==> config.mk <==
export PLATFORM = sky130hd
export DESIGN_NAME = cpu_csr_access_flat
export DESIGN_NICKNAME = d
export VERILOG_FILES = /design/src/rtl/cpu_csr_pkg.sv /design/src/rtl/cpu_csr_access_if.sv /design/src/rtl/cpu_csr_alu.sv /design/src/rtl/cpu_csr_access.sv /design/src/flat_wrapper.sv
export SDC_FILE = /design/constraint.sdc
export NUM_CORES = 1
export LEC_CHECK = 0
export CELL_PAD_IN_SITES_DETAIL_PLACEMENT = 0
export CELL_PAD_IN_SITES_GLOBAL_PLACEMENT = 1
export CORE_ASPECT_RATIO = 0.5
export CORE_MARGIN = 2
export CORE_UTILIZATION = 40
export CTS_BUF_LIST = sky130_fd_sc_hd__clkbuf_8
export CTS_CLUSTER_DIAMETER = 50
export CTS_CLUSTER_SIZE = 24
export DETAILED_ROUTE_END_ITERATION = 7
export PLACE_DENSITY = 0.91
export SYNTH_ARGS = -nofsm -noshare
export SYNTH_HDL_FRONTEND = slang
export SYNTH_SLANG_ARGS = --single-unit
export TNS_END_PERCENT = 1
==> constraint.sdc <==
create_clock -name clk -period 7.89 [get_ports clk]
set_input_delay 1.1835 -clock clk [delete_from_list [all_inputs] [get_ports clk]]
set_output_delay 1.1835 -clock clk [all_outputs]
set_load 0.02 [all_outputs]
==> src/rtl/cpu_csr_pkg.sv <==
// Shared Zicsr definitions: funct3 codes, CSR map, FSM states.
// Also used by the CSR file so both sides agree on the implemented set.
package cpu_csr_pkg;

  localparam logic [2:0] F3_RW  = 3'd1;
  localparam logic [2:0] F3_RS  = 3'd2;
  localparam logic [2:0] F3_RC  = 3'd3;
  localparam logic [2:0] F3_RWI = 3'd5;
  localparam logic [2:0] F3_RSI = 3'd6;
  localparam logic [2:0] F3_RCI = 3'd7;

  localparam logic [11:0] CSR_CYCLE      = 12'hC00;
  localparam logic [11:0] CSR_CYCLEH     = 12'hC80;
  localparam logic [11:0] CSR_TIME       = 12'hC01;
  localparam logic [11:0] CSR_TIMEH      = 12'hC81;
  localparam logic [11:0] CSR_INSTRET    = 12'hC02;
  localparam logic [11:0] CSR_INSTRETH   = 12'hC82;
  localparam logic [11:0] CSR_SSTATUS    = 12'h100;
  localparam logic [11:0] CSR_SIE        = 12'h104;
  localparam logic [11:0] CSR_STVEC      = 12'h105;
  localparam logic [11:0] CSR_SCOUNTEREN = 12'h106;
  localparam logic [11:0] CSR_SENVCFG    = 12'h10A;
  localparam logic [11:0] CSR_SSCRATCH   = 12'h140;
  localparam logic [11:0] CSR_SEPC       = 12'h141;
  localparam logic [11:0] CSR_SCAUSE     = 12'h142;
  localparam logic [11:0] CSR_STVAL      = 12'h143;
  localparam logic [11:0] CSR_SIP        = 12'h144;
  localparam logic [11:0] CSR_SATP       = 12'h180;
  localparam logic [11:0] CSR_SCONTEXT   = 12'h5A8;

  typedef enum logic [1:0] {
    IDLE,
    READ,
    WRITE,
    DONE
  } state_t;

  function automatic logic is_implemented(input logic [11:0] addr);
    case (addr)
      CSR_CYCLE, CSR_CYCLEH, CSR_TIME,
      CSR_TIMEH, CSR_INSTRET, CSR_INSTRETH,
      CSR_SSTATUS, CSR_SIE, CSR_STVEC,
      CSR_SCOUNTEREN, CSR_SENVCFG,
      CSR_SSCRATCH, CSR_SEPC, CSR_SCAUSE,
      CSR_STVAL, CSR_SIP, CSR_SATP,
      CSR_SCONTEXT: is_implemented = 1'b1;
      default:      is_implemented = 1'b0;
    endcase
  endfunction

endpackage

==> src/rtl/cpu_csr_access_if.sv <==
// Execute-stage request/response plus CSR file port.
// master = execute stage and CSR file side, slave = access FSM.
interface cpu_csr_access_if;
  logic        start;
  logic [2:0]  funct3;
  logic [11:0] csr_num;
  logic [31:0] rs1_val;
  logic [4:0]  rs1_idx;
  logic [4:0]  rd_idx;
  logic        busy;
  logic        done;
  logic [31:0] rd_val;
  logic        rd_wr;
  logic        illegal;
  logic [11:0] csr_addr;
  logic [31:0] csr_wdata;
  logic        csr_wr;
  logic [31:0] csr_rdata;

  modport master (
    output start, funct3, csr_num, rs1_val,
    output rs1_idx, rd_idx, csr_rdata,
    input  busy, done, rd_val, rd_wr, illegal,
    input  csr_addr, csr_wdata, csr_wr
  );

  modport slave (
    input  start, funct3, csr_num, rs1_val,
    input  rs1_idx, rd_idx, csr_rdata,
    output busy, done, rd_val, rd_wr, illegal,
    output csr_addr, csr_wdata, csr_wr
  );
endinterface

==> src/rtl/cpu_csr_alu.sv <==
// Zicsr modify step: write, set bits, or clear bits.
// Decodes on funct3[1:0] so register and immediate forms share paths.
module cpu_csr_alu
  import cpu_csr_pkg::*;
(
  input  logic [2:0]  funct3,
  input  logic [31:0] old,
  input  logic [31:0] operand,
  output logic [31:0] new_val
);

  logic is_rs;
  logic is_rc;

  assign is_rs = (funct3[1:0] == F3_RS[1:0]);
  assign is_rc = (funct3[1:0] == F3_RC[1:0]);

  always_comb begin
    new_val = operand;
    unique case (1'b1)
      is_rs:   new_val = old | operand;
      is_rc:   new_val = old & ~operand;
      default: new_val = operand;
    endcase
  end

endmodule

==> src/rtl/cpu_csr_access.sv <==
// Zicsr read-modify-write sequencer between execute and CSR file.
// IDLE -> READ -> (WRITE) -> DONE, all outputs registered.
module cpu_csr_access
  import cpu_csr_pkg::*;
(
  input logic            clk,
  input logic            rst,
  cpu_csr_access_if.slave bus
);

  state_t      state;
  logic [2:0]  f3_q;
  logic [11:0] num_q;
  logic [4:0]  rd_q;
  logic [31:0] op_q;
  logic        src0_q;
  logic [31:0] old_q;
  logic [31:0] new_val;
  logic        wr_intent;
  logic        ill;

  cpu_csr_alu u_alu (
    .funct3  (f3_q),
    .old     (bus.csr_rdata),
    .operand (op_q),
    .new_val (new_val)
  );

  // set/clear with x0/uimm=0 is a pure read
  assign wr_intent = (f3_q[1:0] == F3_RW[1:0]) || !src0_q;
  assign ill = (f3_q[1:0] == 2'b00)
            || !is_implemented(num_q)
            || (wr_intent && (num_q[11:10] == 2'b11));

  always_ff @(posedge clk or posedge rst) begin
    if (rst) begin
      state         <= IDLE;
      f3_q          <= '0;
      num_q         <= '0;
      rd_q          <= '0;
      op_q          <= '0;
      src0_q        <= 1'b0;
      old_q         <= '0;
      bus.busy      <= 1'b0;
      bus.done      <= 1'b0;
      bus.rd_val    <= '0;
      bus.rd_wr     <= 1'b0;
      bus.illegal   <= 1'b0;
      bus.csr_addr  <= '0;
      bus.csr_wdata <= '0;
      bus.csr_wr    <= 1'b0;
    end else begin
      unique case (state)
        IDLE: begin
          if (bus.start) begin
            f3_q         <= bus.funct3;
            num_q        <= bus.csr_num;
            rd_q         <= bus.rd_idx;
            src0_q       <= (bus.rs1_idx == 5'd0);
            op_q         <= bus.funct3[2]
                          ? {27'd0, bus.rs1_idx}
                          : bus.rs1_val;
            bus.csr_addr <= bus.csr_num;
            bus.busy     <= 1'b1;
            state        <= READ;
          end
        end
        READ: begin
          old_q <= bus.csr_rdata;
          if (wr_intent && !ill) begin
            bus.csr_wr    <= 1'b1;
            bus.csr_wdata <= new_val;
            state         <= WRITE;
          end else begin
            bus.done    <= 1'b1;
            bus.rd_val  <= ill ? 32'd0 : bus.csr_rdata;
            bus.rd_wr   <= (rd_q != 5'd0) && !ill;
            bus.illegal <= ill;
            state       <= DONE;
          end
        end
        WRITE: begin
          bus.csr_wr  <= 1'b0;
          bus.done    <= 1'b1;
          bus.rd_val  <= old_q;
          bus.rd_wr   <= (rd_q != 5'd0);
          bus.illegal <= 1'b0;
          state       <= DONE;
        end
        DONE: begin
          bus.done    <= 1'b0;
          bus.busy    <= 1'b0;
          bus.rd_wr   <= 1'b0;
          bus.illegal <= 1'b0;
          state       <= IDLE;
        end
      endcase
    end
  end

endmodule

==> src/flat_wrapper.sv <==
// flat-port wrapper written by rule: the top's interface ports become plain ports
module cpu_csr_access_flat import cpu_csr_pkg::*;
  (clk, rst, bus_start, bus_funct3, bus_csr_num, bus_rs1_val, bus_rs1_idx, bus_rd_idx, bus_csr_rdata, bus_busy, bus_done, bus_rd_val, bus_rd_wr, bus_illegal, bus_csr_addr, bus_csr_wdata, bus_csr_wr);
  cpu_csr_access_if bus_i ();
  input logic clk;
  input logic rst;
  input wire logic [$bits(bus_i.start)-1:0] bus_start;
  input wire logic [$bits(bus_i.funct3)-1:0] bus_funct3;
  input wire logic [$bits(bus_i.csr_num)-1:0] bus_csr_num;
  input wire logic [$bits(bus_i.rs1_val)-1:0] bus_rs1_val;
  input wire logic [$bits(bus_i.rs1_idx)-1:0] bus_rs1_idx;
  input wire logic [$bits(bus_i.rd_idx)-1:0] bus_rd_idx;
  input wire logic [$bits(bus_i.csr_rdata)-1:0] bus_csr_rdata;
  output wire logic [$bits(bus_i.busy)-1:0] bus_busy;
  output wire logic [$bits(bus_i.done)-1:0] bus_done;
  output wire logic [$bits(bus_i.rd_val)-1:0] bus_rd_val;
  output wire logic [$bits(bus_i.rd_wr)-1:0] bus_rd_wr;
  output wire logic [$bits(bus_i.illegal)-1:0] bus_illegal;
  output wire logic [$bits(bus_i.csr_addr)-1:0] bus_csr_addr;
  output wire logic [$bits(bus_i.csr_wdata)-1:0] bus_csr_wdata;
  output wire logic [$bits(bus_i.csr_wr)-1:0] bus_csr_wr;
  assign bus_i.start = bus_start;
  assign bus_i.funct3 = bus_funct3;
  assign bus_i.csr_num = bus_csr_num;
  assign bus_i.rs1_val = bus_rs1_val;
  assign bus_i.rs1_idx = bus_rs1_idx;
  assign bus_i.rd_idx = bus_rd_idx;
  assign bus_i.csr_rdata = bus_csr_rdata;
  assign bus_busy = bus_i.busy;
  assign bus_done = bus_i.done;
  assign bus_rd_val = bus_i.rd_val;
  assign bus_rd_wr = bus_i.rd_wr;
  assign bus_illegal = bus_i.illegal;
  assign bus_csr_addr = bus_i.csr_addr;
  assign bus_csr_wdata = bus_i.csr_wdata;
  assign bus_csr_wr = bus_i.csr_wr;
  cpu_csr_access u_core (.clk(clk), .rst(rst), .bus(bus_i));
endmodule
==> qor.yml <==
areaGrowthSynthToFinish_pct: 31.8
critical_setup_path_class: "reg2reg"
numPortBuffers: 172
overall_die_area_sq_um: 19200
cts_tree: "built"
tritoncts_num_sinks: 155
timing.critical_path.to_type: "flop"
clock_skew_ns: 0.0132
die_width_um: 194
postRouteAntennaNets: 0
maxcap_violations: 0
ctsRootBufferMaster: "sky130_fd_sc_hd__clkbuf_8"
placed_cell_area_sq_um: 9060
cells_after_synth: 745
cts-resized-gates: 0
synthesis.yosys.warnings: 0
grt_antenna_before_repair: 0
timing.hold.worst.class: "reg2reg"
drtIter0Drc: 328
timing.critical_path.required_ns: 8.23
synthesis.nets: 842
core-area_sq_um: 17500
post-route-min-period_ns: 3.52
floorplan.initialDensity_pct: 41.2
clkLatencyLatePin_ns: 0.44
post-route-worst-setup-slack_ns: 4.37
synthMostInstantiatedCell: "sky130_fd_sc_hd__dfrtp_1"
slew_headroom_pct: 23.3
drive_gt1_share_pct: 11.1
kind_of_cell_adding_the_most_delay_to_the_critical_path: "compound AO/OA/AOI/OAI gates"
detailed_place_hpwl_um: 12900
clk_pin_slew_ns: 0.09
overall_overflow_remaining_after_global_route: 0
synth_edf_count: 0
postCtsHoldBufs: 0
p_leak_nw: 4.16
worst_path_largest_cell_delay_ns: 0.90
ys_types: 41
drt-total-wl_um: 19100
grt_setup_unrepaired: "false"
post_synth_most_frequent_cells: "sky130_fd_sc_hd__dfrtp_1, sky130_fd_sc_hd__nand2_1, sky130_fd_sc_hd__o21ai_0"
route.vias.total: 5861
arrival_ns: 3.87
synth_area_leaders: "sky130_fd_sc_hd__dfrtp_1, sky130_fd_sc_hd__mux2_2, sky130_fd_sc_hd__o21ai_0, sky130_fd_sc_hd__a21oi_1, sky130_fd_sc_hd__nand2_1"
post-route-period-util_pct: 44.6
finalInstanceArea_sq_um: 9490
ctsLongestPathBuffers: 2
detail_route.vias_per_cell: 5.15
final-setup-viol-count: 0
async_reset_ff_share_pct: 100
timing_worst_slew_pin_value_ns: 1.15
placement.setup.worst_slack_ns: 4.41
run_status: "finished clean"
h-tree-depth: 4
wl_per_cell_um: 16.7
largest_net_degree_at_the_start_of_global_routing: 99
final-max-slew-violation-count: 0
ys_dominant_reg_cell: "sky130_fd_sc_hd__dfrtp_1"
path_cells: "o21ai_0 -> nand2_1 -> a211o_2 -> o21ai_4 -> a21oi_1"
drc: 0
synth_area_per_cell_sq_um: 9.67
synth-seq-area-share_pct: 53.8
synth_area_leader_cell: "sky130_fd_sc_hd__dfrtp_1"
cellPowerDensity_nw_per_um2: 411
grt_pass1_vias: 5871
final-instance-count-excl-fill: 1138
detail_route.first_pass.iterations: 7
antenna_diodes: 0
clock.fmax_mhz: 284
grt_use_total_pct: 20.1
final.hold.worst_slack_ns: 0.492
flip_flop_and_latch_count_after_synthesis: 155
num_rows: 34
crit_fanout: 44
critical_path.slowest_cell: "sky130_fd_sc_hd__dfrtp_2"
fin_nets: 988
place.gp.congestion: 0.751
postCtsSetupBuffers: 0
worstPathBufferInverterCount: 0
synth.cell_area_sq_um: 7200
dpl.cell_count: 1106
numCtsBuffers: 17
vdd.ir_drop.worst_mv: 0.177
grt_pass1_wl_um: 30600
final.setup.tns_ns: 0
synth_top_cell_area_share_pct: 53.8
hold_viol: 0
timing.critical_path.from_type: "flop"
top_level_ports: 173
final_util_pct: 54.3
design_power_total_mw: 3.90
floorplan.die.height_um: 98.9
[worst paths after layout]
check,start,end,slack (ns),cells after the start
max,u_core.f3_q[1]$_DFFE_PP0P_,u_core.bus.rd_val[28]$_DFFE_PP0P_,4.37,5
min,u_core.bus.csr_wdata[1]$_DFFE_PP0P_,u_core.bus.csr_wdata[1]$_DFFE_PP0P_,0.49,2
max reg2reg,u_core.f3_q[1]$_DFFE_PP0P_,u_core.bus.rd_val[28]$_DFFE_PP0P_,4.37,5
min reg2reg,u_core.bus.csr_wdata[1]$_DFFE_PP0P_,u_core.bus.csr_wdata[1]$_DFFE_PP0P_,0.49,2
max in group asynchronous,rst,u_core.bus.csr_wdata[2]$_DFFE_PP0P_,5.29,3
min in group asynchronous,rst,u_core.bus.csr_wdata[22]$_DFFE_PP0P_,1.32,2
[cell usage in the layout (no fill, tap or decap), types with 3 or more instances in the layout]
cell / n
sky130_fd_sc_hd__a21oi_1: 80
sky130_fd_sc_hd__a221oi_1: 32
sky130_fd_sc_hd__buf_4: 5
sky130_fd_sc_hd__bufinv_16: 4
sky130_fd_sc_hd__clkbuf_8: 17
sky130_fd_sc_hd__clkdlybuf4s50_1: 172
sky130_fd_sc_hd__clkinv_2: 4
sky130_fd_sc_hd__clkinv_4: 3
sky130_fd_sc_hd__dfrtp_1: 154
sky130_fd_sc_hd__ha_1: 3
sky130_fd_sc_hd__inv_1: 69
sky130_fd_sc_hd__mux2_2: 52
sky130_fd_sc_hd__mux2i_1: 5
sky130_fd_sc_hd__nand2_1: 95
sky130_fd_sc_hd__nand2b_1: 30
sky130_fd_sc_hd__nor2_1: 46
sky130_fd_sc_hd__o21ai_0: 84
sky130_fd_sc_hd__o21ai_1: 7
sky130_fd_sc_hd__or4_1: 3
sky130_fd_sc_hd__or4b_1: 3
[cell type report]
type / instances / area (sq um)
Tap cell: 234 / 293
Inverter: 69 / 264
Sequential cell: 155 / 3880
Timing Repair Buffer: 177 / 1760
Clock inverter: 15 / 198
Clock buffer: 17 / 234
Fill cell: 1547 / 7990
Multi-Input combinational cell: 471 / 2870
[cells by family after synthesis]
group / count (synthesis) / synth area share (%)
AOI/OAI and AO/OA: 218 / 17.6
and+or+nand+nor: 190 / 11.9
DFF: 155 / 53.8
buffers and inverters: 119 / 6.89
muxes: 57 / 8.82
adders and majority gates: 5 / 0.868
xor gates and xnor gates: 1 / 0.122
[sequential cells by signal, indices dropped and copies added (netlist names)]
signal and count:
u_core.bus.csr_wdata 32, u_core.bus.rd_val 32, u_core.old_q 32, u_core.op_q 32, u_core.bus.csr_addr 12, u_core.rd_q 5, u_core.f3_q 2, u_core.state 2
u_core.bus.busy 1, u_core.bus.csr_wr 1, u_core.bus.done 1, u_core.bus.illegal 1, u_core.bus.rd_wr 1, u_core.src0_q 1
[worst min-delay path, cell delays in order (launching register included)]
cell,delay (ns)
sky130_fd_sc_hd__dfrtp_1,0.35
sky130_fd_sc_hd__nand2_1,0.05
sky130_fd_sc_hd__o21ai_1,0.06
[layer usage]
layer  share of wire, %  global-route usage [%]  vias to the layer above
met5                  0                       0                        -
li1                   -                       -                     2822
met3                5.2                    4.41                       14
met2                 48                    32.7                      143
met4                1.1                    6.34                        0
met1                 46                    27.1                     2882
[report_power, final]
group	internal, mW	leakage, nW	switching (mW)
clock	0.346	0.223	0.306
sequential	1.17	1.79	0.303
combinational	0.809	2.14	0.963
Power figures use the tool's default switching activity.
